## src/rtl/axi_rd_responder_if.sv

```systemverilog
// rtl/axi_rd_responder_if.sv - AXI read channel plus backing RAM port bundle
//
// Signals:
//   araddr/arlen/arvalid/arready   read-address handshake (INCR, 4-byte beats)
//   rdata/rlast/rvalid/rready      read-data handshake
//   mem_en/mem_addr/mem_rdata      synchronous RAM port, data one cycle after mem_en
// Modports:
//   slave   responder view (drives arready, r*, mem_en, mem_addr)
//   master  initiator + RAM view (drives ar*, rready, mem_rdata)

interface axi_rd_responder_if #(
    parameter int MEM_INDEX_WIDTH = 10
);
    logic [31:0]                araddr;
    logic [7:0]                 arlen;
    logic                       arvalid;
    logic                       arready;
    logic [31:0]                rdata;
    logic                       rlast;
    logic                       rvalid;
    logic                       rready;
    logic                       mem_en;
    logic [MEM_INDEX_WIDTH-1:0] mem_addr;
    logic [31:0]                mem_rdata;

    modport slave (
        input  araddr, arlen, arvalid, rready, mem_rdata,
        output arready, rdata, rlast, rvalid, mem_en, mem_addr
    );

    modport master (
        output araddr, arlen, arvalid, rready, mem_rdata,
        input  arready, rdata, rlast, rvalid, mem_en, mem_addr
    );
endinterface

```

## src/rtl/axi_rd_responder.sv

```systemverilog
// rtl/axi_rd_responder.sv - AXI INCR read burst responder backed by a synchronous RAM
//
// Ports:
//   clk  rising-edge clock
//   rst  synchronous active-high reset
//   bus  axi_rd_responder_if.slave (AR/R handshakes and RAM read port)
//
// One burst at a time. RAM reads are issued under a 2-credit rule
// (buffered beats + in-flight reads < 2) so the 2-entry FIFO can never
// overflow. When the FIFO is empty the returning RAM word is presented
// directly on rdata, which gives first rvalid two cycles after the AR
// handshake and one beat per cycle under full rready.

module axi_rd_responder #(
    parameter int MEM_INDEX_WIDTH = 10
) (
    input  logic                 clk,
    input  logic                 rst,
    axi_rd_responder_if.slave    bus
);

    localparam logic [MEM_INDEX_WIDTH-1:0] PTR_ONE = {{(MEM_INDEX_WIDTH-1){1'b0}}, 1'b1};

    typedef enum logic {
        S_IDLE,
        S_BURST
    } state_t;

    state_t                     r_state;
    state_t                     w_state_next;

    logic [MEM_INDEX_WIDTH-1:0] r_ptr;
    logic [7:0]                 r_issue_cnt;
    logic                       r_issue_done;
    logic                       r_inflight;
    logic                       r_inflight_last;

    logic [31:0]                r_fifo_data [2];
    logic [1:0]                 r_fifo_last;
    logic                       r_wr_idx;
    logic                       r_rd_idx;
    logic [1:0]                 r_count;

    logic                       w_arready;
    logic                       w_ar_hs;
    logic                       w_fifo_empty;
    logic                       w_credit_ok;
    logic                       w_issue;
    logic                       w_rvalid;
    logic [31:0]                w_head_data;
    logic                       w_head_last;
    logic                       w_pop;
    logic                       w_pop_fifo;
    logic                       w_push;
    logic                       w_last_hs;
    logic                       w_unused;

    // Byte-lane and above-RAM address bits are don't-care.
    assign w_unused = ^{bus.araddr[31:MEM_INDEX_WIDTH+2], bus.araddr[1:0]};

    assign w_fifo_empty = (r_count == 2'd0);
    assign w_credit_ok  = (r_count == 2'd0) || ((r_count == 2'd1) && !r_inflight);

    // Empty FIFO with a read in flight: the RAM output is the head beat.
    assign w_rvalid    = !rst && (!w_fifo_empty || r_inflight);
    assign w_head_data = w_fifo_empty ? bus.mem_rdata   : r_fifo_data[r_rd_idx];
    assign w_head_last = w_fifo_empty ? r_inflight_last : r_fifo_last[r_rd_idx];

    assign w_pop      = w_rvalid && bus.rready;
    assign w_pop_fifo = w_pop && !w_fifo_empty;
    // A bypassed beat consumed in its arrival cycle never enters the FIFO.
    assign w_push     = r_inflight && !(w_pop && w_fifo_empty);
    assign w_last_hs  = w_pop && w_head_last;

    assign w_ar_hs = w_arready && bus.arvalid;

    always_ff @(posedge clk) begin
        if (rst) begin
            r_state <= S_IDLE;
        end else begin
            r_state <= w_state_next;
        end
    end

    always_comb begin
        w_state_next = r_state;
        w_arready    = 1'b0;
        w_issue      = 1'b0;
        case (r_state)
            S_IDLE: begin
                w_arready = !rst;
                if (!rst && bus.arvalid) begin
                    w_state_next = S_BURST;
                end
            end
            S_BURST: begin
                w_issue = !rst && !r_issue_done && w_credit_ok;
                if (w_last_hs) begin
                    w_state_next = S_IDLE;
                end
            end
            default: begin
                w_state_next = S_IDLE;
            end
        endcase
    end

    always_ff @(posedge clk) begin
        if (rst) begin
            r_ptr           <= '0;
            r_issue_cnt     <= 8'd0;
            r_issue_done    <= 1'b0;
            r_inflight      <= 1'b0;
            r_inflight_last <= 1'b0;
            for (int i = 0; i < 2; i++) begin
                r_fifo_data[i] <= 32'd0;
            end
            r_fifo_last <= 2'b00;
            r_wr_idx    <= 1'b0;
            r_rd_idx    <= 1'b0;
            r_count     <= 2'd0;
        end else begin
            if (w_ar_hs) begin
                r_ptr        <= bus.araddr[MEM_INDEX_WIDTH+1:2];
                r_issue_cnt  <= bus.arlen;
                r_issue_done <= 1'b0;
            end else if (w_issue) begin
                r_ptr <= r_ptr + PTR_ONE;
                if (r_issue_cnt == 8'd0) begin
                    r_issue_done <= 1'b1;
                end else begin
                    r_issue_cnt <= r_issue_cnt - 8'd1;
                end
            end

            // The read issued with zero remaining count is beat number arlen.
            r_inflight      <= w_issue;
            r_inflight_last <= w_issue && (r_issue_cnt == 8'd0);

            if (w_push) begin
                r_fifo_data[r_wr_idx] <= bus.mem_rdata;
                r_fifo_last[r_wr_idx] <= r_inflight_last;
                r_wr_idx              <= !r_wr_idx;
            end
            if (w_pop_fifo) begin
                r_rd_idx <= !r_rd_idx;
            end

            case ({w_push, w_pop_fifo})
                2'b10:   r_count <= r_count + 2'd1;
                2'b01:   r_count <= r_count - 2'd1;
                default: r_count <= r_count;
            endcase
        end
    end

    assign bus.arready  = w_arready;
    assign bus.rvalid   = w_rvalid;
    assign bus.rdata    = w_rvalid ? w_head_data : 32'd0;
    assign bus.rlast    = w_rvalid && w_head_last;
    assign bus.mem_en   = w_issue;
    assign bus.mem_addr = w_issue ? r_ptr : '0;

endmodule

```

## src/flat_wrapper.sv

```systemverilog
// flat-port wrapper written by rule: the top's interface ports become plain ports
module axi_rd_responder_flat 
#(
    parameter int MEM_INDEX_WIDTH = 10
)
  (clk, rst, bus_araddr, bus_arlen, bus_arvalid, bus_rready, bus_mem_rdata, bus_arready, bus_rdata, bus_rlast, bus_rvalid, bus_mem_en, bus_mem_addr);
  axi_rd_responder_if #(.MEM_INDEX_WIDTH(MEM_INDEX_WIDTH)) bus_i ();
  input  logic clk;
  input  logic rst;
  input wire logic [$bits(bus_i.araddr)-1:0] bus_araddr;
  input wire logic [$bits(bus_i.arlen)-1:0] bus_arlen;
  input wire logic [$bits(bus_i.arvalid)-1:0] bus_arvalid;
  input wire logic [$bits(bus_i.rready)-1:0] bus_rready;
  input wire logic [$bits(bus_i.mem_rdata)-1:0] bus_mem_rdata;
  output wire logic [$bits(bus_i.arready)-1:0] bus_arready;
  output wire logic [$bits(bus_i.rdata)-1:0] bus_rdata;
  output wire logic [$bits(bus_i.rlast)-1:0] bus_rlast;
  output wire logic [$bits(bus_i.rvalid)-1:0] bus_rvalid;
  output wire logic [$bits(bus_i.mem_en)-1:0] bus_mem_en;
  output wire logic [$bits(bus_i.mem_addr)-1:0] bus_mem_addr;
  assign bus_i.araddr = bus_araddr;
  assign bus_i.arlen = bus_arlen;
  assign bus_i.arvalid = bus_arvalid;
  assign bus_i.rready = bus_rready;
  assign bus_i.mem_rdata = bus_mem_rdata;
  assign bus_arready = bus_i.arready;
  assign bus_rdata = bus_i.rdata;
  assign bus_rlast = bus_i.rlast;
  assign bus_rvalid = bus_i.rvalid;
  assign bus_mem_en = bus_i.mem_en;
  assign bus_mem_addr = bus_i.mem_addr;
  axi_rd_responder #(.MEM_INDEX_WIDTH(MEM_INDEX_WIDTH)) u_core (.clk(clk), .rst(rst), .bus(bus_i));
endmodule
```

## config.mk

```make
export PLATFORM = sky130hd
export DESIGN_NAME = axi_rd_responder_flat
export DESIGN_NICKNAME = d
export VERILOG_FILES = /design/src/rtl/axi_rd_responder_if.sv /design/src/rtl/axi_rd_responder.sv /design/src/flat_wrapper.sv
export SDC_FILE = /design/constraint.sdc
export NUM_CORES = 1
export LEC_CHECK = 0
export BUFFER_PORTS_ARGS = -buffer_cell sky130_fd_sc_hd__clkbuf_2
export CELL_PAD_IN_SITES_DETAIL_PLACEMENT = 0
export CELL_PAD_IN_SITES_GLOBAL_PLACEMENT = 1
export CORE_MARGIN = 2
export CORE_UTILIZATION = 37
export DETAILED_ROUTE_END_ITERATION = 7
export PLACE_DENSITY_LB_ADDON = 0.1
export SYNTH_ARGS = -nofsm -noshare
export SYNTH_HDL_FRONTEND = slang
export SYNTH_SLANG_ARGS = --single-unit
```

## constraint.sdc

```tcl
create_clock -name clk -period 3.1 [get_ports clk]
set_clock_uncertainty 0.15 [all_clocks]
set_input_delay 0.465 -clock clk [delete_from_list [all_inputs] [get_ports clk]]
set_output_delay 0.465 -clock clk [all_outputs]
set_load 0.01 [all_outputs]
```

Word-level counts from Yosys, hierarchy flattened
Memories as Yosys holds them, arrays and structs flattened. A register that Yosys moved wholly into a read port is not among the register bits.
Cells that the tools add are included.
{ "totals": {"reg_bits": 28, "ramBits": 64, "in_bits": 76, "out_inout_bits": 46, "word_cells": 84, "n_memories": 1} }
{ "mem_list": {"columns": ["name", "words", "word_bits", "rd", "rd_ports_with_merged_regs", "write_ports", "line_no", "source"], "rows": [
  ["u_core.r_fifo_data", 2, 32, 1, 1, 2, "axi_rd_responder.sv:38", "logic [31:0] r_fifo_data [2];"]
]} }
{ "classes": {"addsub": 4, "magnitude_cmp": 3, "eq_ne": 4, "mux": 30, "bitwise_logic": 1, "n_reduce_logical": 31} }
{ "op_table": {"columns": ["cell", "n"], "rows": [
  ["32-bit 2-to-1 mux", 3],
  ["32-bit OR reduction", 1],
  ["10-bit 2-to-1 mux", 3],
  ["8-bit 2-to-1 mux", 3],
  ["1-bit 2-to-1 mux", 17],
  ["1-bit logical AND", 14],
  ["10-bit by 1-bit adder with 10-bit output (second input constant)", 1],
  ["8-bit zero test", 1],
  ["8-bit by 1-bit subtractor with 8-bit output (second input constant)", 1],
  ["1-bit zero test", 7],
  ["2-bit by 1-bit equality test with 1-bit output (second input constant)", 2],
  ["1-bit by 2-bit less-than comparator with 1-bit output (second input constant)", 2],
  ["2-bit case mux with 2 select lines", 1],
  ["2-bit AND reduction", 2],
  ["2-bit nonzero test", 2],
  ["2-bit by 1-bit adder with 2-bit output (second input constant)", 1],
  ["2-bit bitwise mux", 1],
  ["2-bit equality test (second input constant)", 1],
  ["2-bit zero test", 1],
  ["1-bit logical OR", 2],
  ["2-bit by 1-bit inequality test with 1-bit output (second input constant)", 1],
  ["1-bit case mux with 2 select lines", 1],
  ["2-bit OR reduction", 1],
  ["2-bit by 1-bit subtractor with 2-bit output (second input constant)", 1],
  ["3 further kinds", 3]
]} }

Logic depth before layout (Yosys ltp)
{ "depth": {"word_depth": 13, "mapped_depth": 8, "ltp_nobuf": 8} }

Worst setup path after synthesis
No wires, ideal clock.
{ "synth_path": {"path_type": "reg2reg", "from": "register u_core.r_count[0]", "to": "register u_core.r_fifo_last[0]", "setup_ps": 121, "arrival_ps": 2718, "t_required_ps": 2829, "path_slack_ps": 111, "path_stages_with_launch": 7, "n_path_buf": 0, "synth_period_minus_slack_ps": 2989, "path_cell_list": "dfxtp_1 > inv_1 > ha_1 > nand3b_1 > nand2_1 > o21bai_1 > a2bb2o_1"} }
{ "synth_via": {"elab_chain_cells": 8} }
{ "synth_lines": {"columns": ["element", "line_no", "source"], "rows": [
  ["start, declared", "axi_rd_responder.sv:42", "logic [1:0] r_count;"],
  ["start signal, assigned", "axi_rd_responder.sv:150", "2'b10: r_count <= r_count + 2'd1;"],
  ["start signal, assigned", "axi_rd_responder.sv:151", "2'b01: r_count <= r_count - 2'd1;"],
  ["start signal, assigned", "axi_rd_responder.sv:152", "default: r_count <= r_count;"],
  ["2-bit zero test (*)", "axi_rd_responder.sv:61", "assign w_fifo_empty = (r_count == 2'd0);"],
  ["1-bit zero test", "axi_rd_responder.sv:65", "assign w_rvalid = !rst && (!w_fifo_empty || r_inflight);"],
  ["1-bit logical OR", "axi_rd_responder.sv:65", null],
  ["1-bit logical AND", "axi_rd_responder.sv:65", null],
  ["1-bit logical AND", "axi_rd_responder.sv:69", "assign w_pop = w_rvalid && bus.rready;"],
  ["1-bit logical AND (*)", "axi_rd_responder.sv:72", "assign w_push = r_inflight && !(w_pop && w_fifo_empty);"],
  ["1-bit zero test (*)", "axi_rd_responder.sv:72", null],
  ["1-bit logical AND (*)", "axi_rd_responder.sv:72", null],
  ["end signal, assigned by index", "axi_rd_responder.sv:142", "r_fifo_last[r_wr_idx] <= r_inflight_last;"],
  ["end, declared", "axi_rd_responder.sv:39", "logic [1:0] r_fifo_last;"]
]} }
Every way passes the cells marked *; elsewhere a longest branch is shown, timed or not.
A chain may end at the register's enable or synchronous reset.

Final worst setup path
{ "layout_path": {"from": "register u_core.r_count[1]", "to": "output port bus_rlast"} }
{ "layout_via": {"elab_chain_cells": 5} }
{ "layout_lines": {"columns": ["element", "line_no", "source"], "rows": [
  ["2-bit zero test (*)", "axi_rd_responder.sv:61", null],
  ["1-bit zero test", "axi_rd_responder.sv:65", null],
  ["1-bit logical OR", "axi_rd_responder.sv:65", null],
  ["1-bit logical AND", "axi_rd_responder.sv:65", null],
  ["1-bit logical AND (*)", "axi_rd_responder.sv:160", "assign bus.rlast = w_rvalid && w_head_last;"],
  ["end, declared", "flat_wrapper.sv:17", "output wire logic [$bits(bus_i.rlast)-1:0] bus_rlast;"]
]} }
Marked as above.

==> summary.txt <==
critical path's slowest cell = buf_4
hold path depth = 3
cell area after synthesis = 4790 um2
Seq/Total Area, Yosys = 0.523
worst-case clock buffer depth = 2
Mapped Cells = 474
CP peak stage delay = 0.35 ns
Synth Area in Compound Gates = 0.104
initial core utilization = 0.379
Synth async-reset ratio = 0
relative slew slack = 0.410
worst skew pair latency = 0.34 ns
Synth area leader = edfxtp_1
PostCTS Resize Cnt = 0
setup ws final = 0.267 ns
crit-path cells = inv_1 -> ha_2 -> buf_4 -> buf_6 -> mux2i_1 -> nor2_1 -> clkbuf_2
Max VDD drop = 0.217 mV
largest family of logic cells by synthesized area = simple AND/OR/NAND/NOR gates
Clock transition at path regs = 0.06 ns
row cnt = 41
reg2reg start = u_core.r_count[0]
pre-CTS setup slack = 0.480 ns
CTS sink count = 93
main flop type after synthesis = edfxtp_1
drt total wl = 11000 um
Setup Buffers After CTS = 0
nets@finish = 650
Max Cap Viol = 0
total number of vias = 3697
CTS root buffer = clkbuf_16
Fin. Hold Viols = 0
Post-Synth Simple-Gate Area = 0.228
first-pass GRT wire length = 18100 um
TritonCTS Buffers = 9
number of DRC markers in iteration 0 = 147
yosys warns = 0
layout cell share with drive strength beyond 1 = 0.250
RD Place Congestion = 0.729
Reg area = 2500 um2
CP delay by family, top = buffers and inverters
top cells by area, synth = edfxtp_1, dfxtp_1, and2_1
Post-Synth Adder-Cell Area = 0.0157
CTS tree = built
hold_sp = bus_arlen[1]
HP Class = in -> reg
synthesized area per cell = 10.1 um2
global route hottest layer = met2
vias in the first global route = 3658
Residual DRC = 0
die area = 13900 um2
port bufs = 99
buffer and inverter count on the worst path = 4
Yosys reg bits = 93
Tcrit/Tclk final = 0.914
fill cell count = 1297
Syn-to-layout area delta = 21.9%
width of the die = 118 um
initial antenna violation count = 0
chip height = 118 um
worst setup path class = reg -> out
Boundary Pins = 122
crit path max fanout = 38
leakage power = 2.32 nW
met3 Use GR = 0.0300
reg-to-reg slack, setup = 0.71 ns
portion of netlist area occupied by mux cells = 0.0737
Routed Antenna Nets = 0
largest net degree at the start of global routing = 39
Vias/cell = 4.96
Post-Syn Nets = 556
Synth top area share = 0.401
# setup viols final = 0
Synth Area in XOR/XNOR = 0.0165
global routing usage on met1 = 0.206
CP arrival = 2.22 ns
unrepaired setup endpoints after global routing = no
reg2reg end = u_core.r_count[1]
CP required = 2.48 ns
average wire per standard cell = 14.8 um
setup TNS = 0 ns
core area = 12600 um2
startpoint class of the critical path = flip-flop
Synth cell types = 44
# H-tree levels = 3
crit end category = output port
Slew Viols, Final = 0
first drt pass iteration count = 4
hold endpoint = u_core.r_issue_cnt[1]
reg2reg path depth = 9
ANT cells = 0
EDFF count, synth = 64
detailed placement HPWL = 7490 um
grt ovf = 0
fin crit period = 2.83 ns
Multi-input gate area = 2130 um2
global-route usage over all layers = 0.162
Hold Buf Count CTS = 0
run status = completed
max frequency = 0.353 GHz
slew at the pin closest to its max-slew limit = 0.880 ns
Global Route met2 Usage = 0.280
power density cells = 571 nW/um2
cell usage after synthesis, types with 3 or more instances:
cell type,n
nor3_1,5
o21ai_0,3
ha_1,6
nor4_1,3
inv_1,12
edfxtp_1,64
a211oi_1,7
mux2i_1,33
dfxtp_1,29
o2111ai_1,4
clkbuf_1,28
xor2_1,6
o21bai_1,3
buf_1,4
nand3b_1,4
or3_1,3
nand2_1,8
a21oi_1,35
o31ai_1,3
and2_1,76
xnor2_1,3
a311oi_1,9
or4_1,4
o211ai_1,4
nor2_1,91
area by class of cell:
| cell class | instances | area share |
|---|---|---|
| clock buffers | 10 | 0.0392 |
| clock inverters | 6 | 0.0109 |
| inverters | 13 | 0.00836 |
| multi-input cells | 334 | 0.365 |
| flip-flops and latches | 93 | 0.429 |
| well taps | 172 | 0.0369 |
| repair buffers | 117 | 0.111 |
worst max path at each step:
stage | endpoint | slack (ns) | cells after the start | from
6_report | bus_rlast | 0.27 | 7 | u_core.r_count[1]
5_1_grt | bus_rlast | 0.09 | 7 | u_core.r_count[1]
4_1_cts | bus_rlast | 0.11 | 7 | u_core.r_count[1]
3_5_place_dp | bus_rlast | 0.48 | 7 | u_core.r_count[0]
3_3_place_gp | bus_rlast | 0.50 | 7 | u_core.r_count[1]
2_1_floorplan | u_core.r_fifo_last[0] | 0.11 | 6 | u_core.r_count[0]
worst register-to-register path, cell delays in order (launching register included):
cell      delay [ns]
dfxtp_1         0.37
inv_1           0.06
ha_2            0.25
buf_4           0.26
buf_6           0.25
nor3b_1         0.38
ha_1            0.22
xor2_1          0.15
nor2_1          0.06
a211oi_1        0.16
flip-flops by register name, summed over array words and instances, names as in the netlist, named ones only:
signal / count
u_core.r_fifo_data: 64
u_core.r_inflight_last: 1
u_core.r_issue_done: 1
u_core.r_state: 1
u_core.r_ptr: 10
u_core.r_count: 2
u_core.r_fifo_last: 2
u_core.r_issue_cnt: 8
u_core.r_inflight: 1
u_core.r_wr_idx: 1
u_core.r_rd_idx: 1
metal layers:
metal,wire length (um),vias up
li1,-,1851
met1,5060,1760
met2,5450,77
met3,412,9
met4,100,0
met5,0,-
report_power, final:
part,total [W],switching [W],internal [W]
registers,0.00147,0.0000483,0.00142
clock network,0.00109,0.000469,0.000624
logic,0.000772,0.000475,0.000297
layout by cell type (no fill, tap or decap), types with 3 or more instances in the layout:
cell type / count
o31ai_1: 3
or4_1: 4
nand3b_1: 4
o211ai_1: 4
a211oi_1: 7
a21oi_1: 35
clkbuf_16: 9
inv_1: 12
nor2_1: 91
o21ai_0: 3
xor2_1: 6
nor3_1: 3
and2_1: 76
o2111ai_1: 4
dfxtp_1: 28
mux2i_1: 33
ha_1: 5
nand2_1: 8
or3_1: 3
nor4_1: 3
edfxtp_1: 64
a311oi_1: 9
buf_4: 16
clkbuf_2: 99
xnor2_1: 3
stage by stage:
stage	instances	instance area [um2]	power [W]	hold slack, ns	utilization
after floorplan	474	4790	0.00200	0.302	-
after global placement	729	5540	0.00226	0.328	0.439
after detailed placement	729	5540	0.00227	0.334	0.439
after CTS	745	5830	0.00336	0.202	0.462
after global routing	745	5840	0.00352	0.210	0.462
final	745	5840	0.00333	0.212	0.462
kinds of logic after synthesis:
| kind of cell | count (synthesis) |
|---|---|
| simple gates | 209 |
| flops | 93 |
| compound gates | 75 |
| buf+inv | 47 |
| mux | 35 |
| xor+xnor | 9 |
| fa+ha+maj | 6 |
Note: power is estimated with default switching activity, not from simulation.
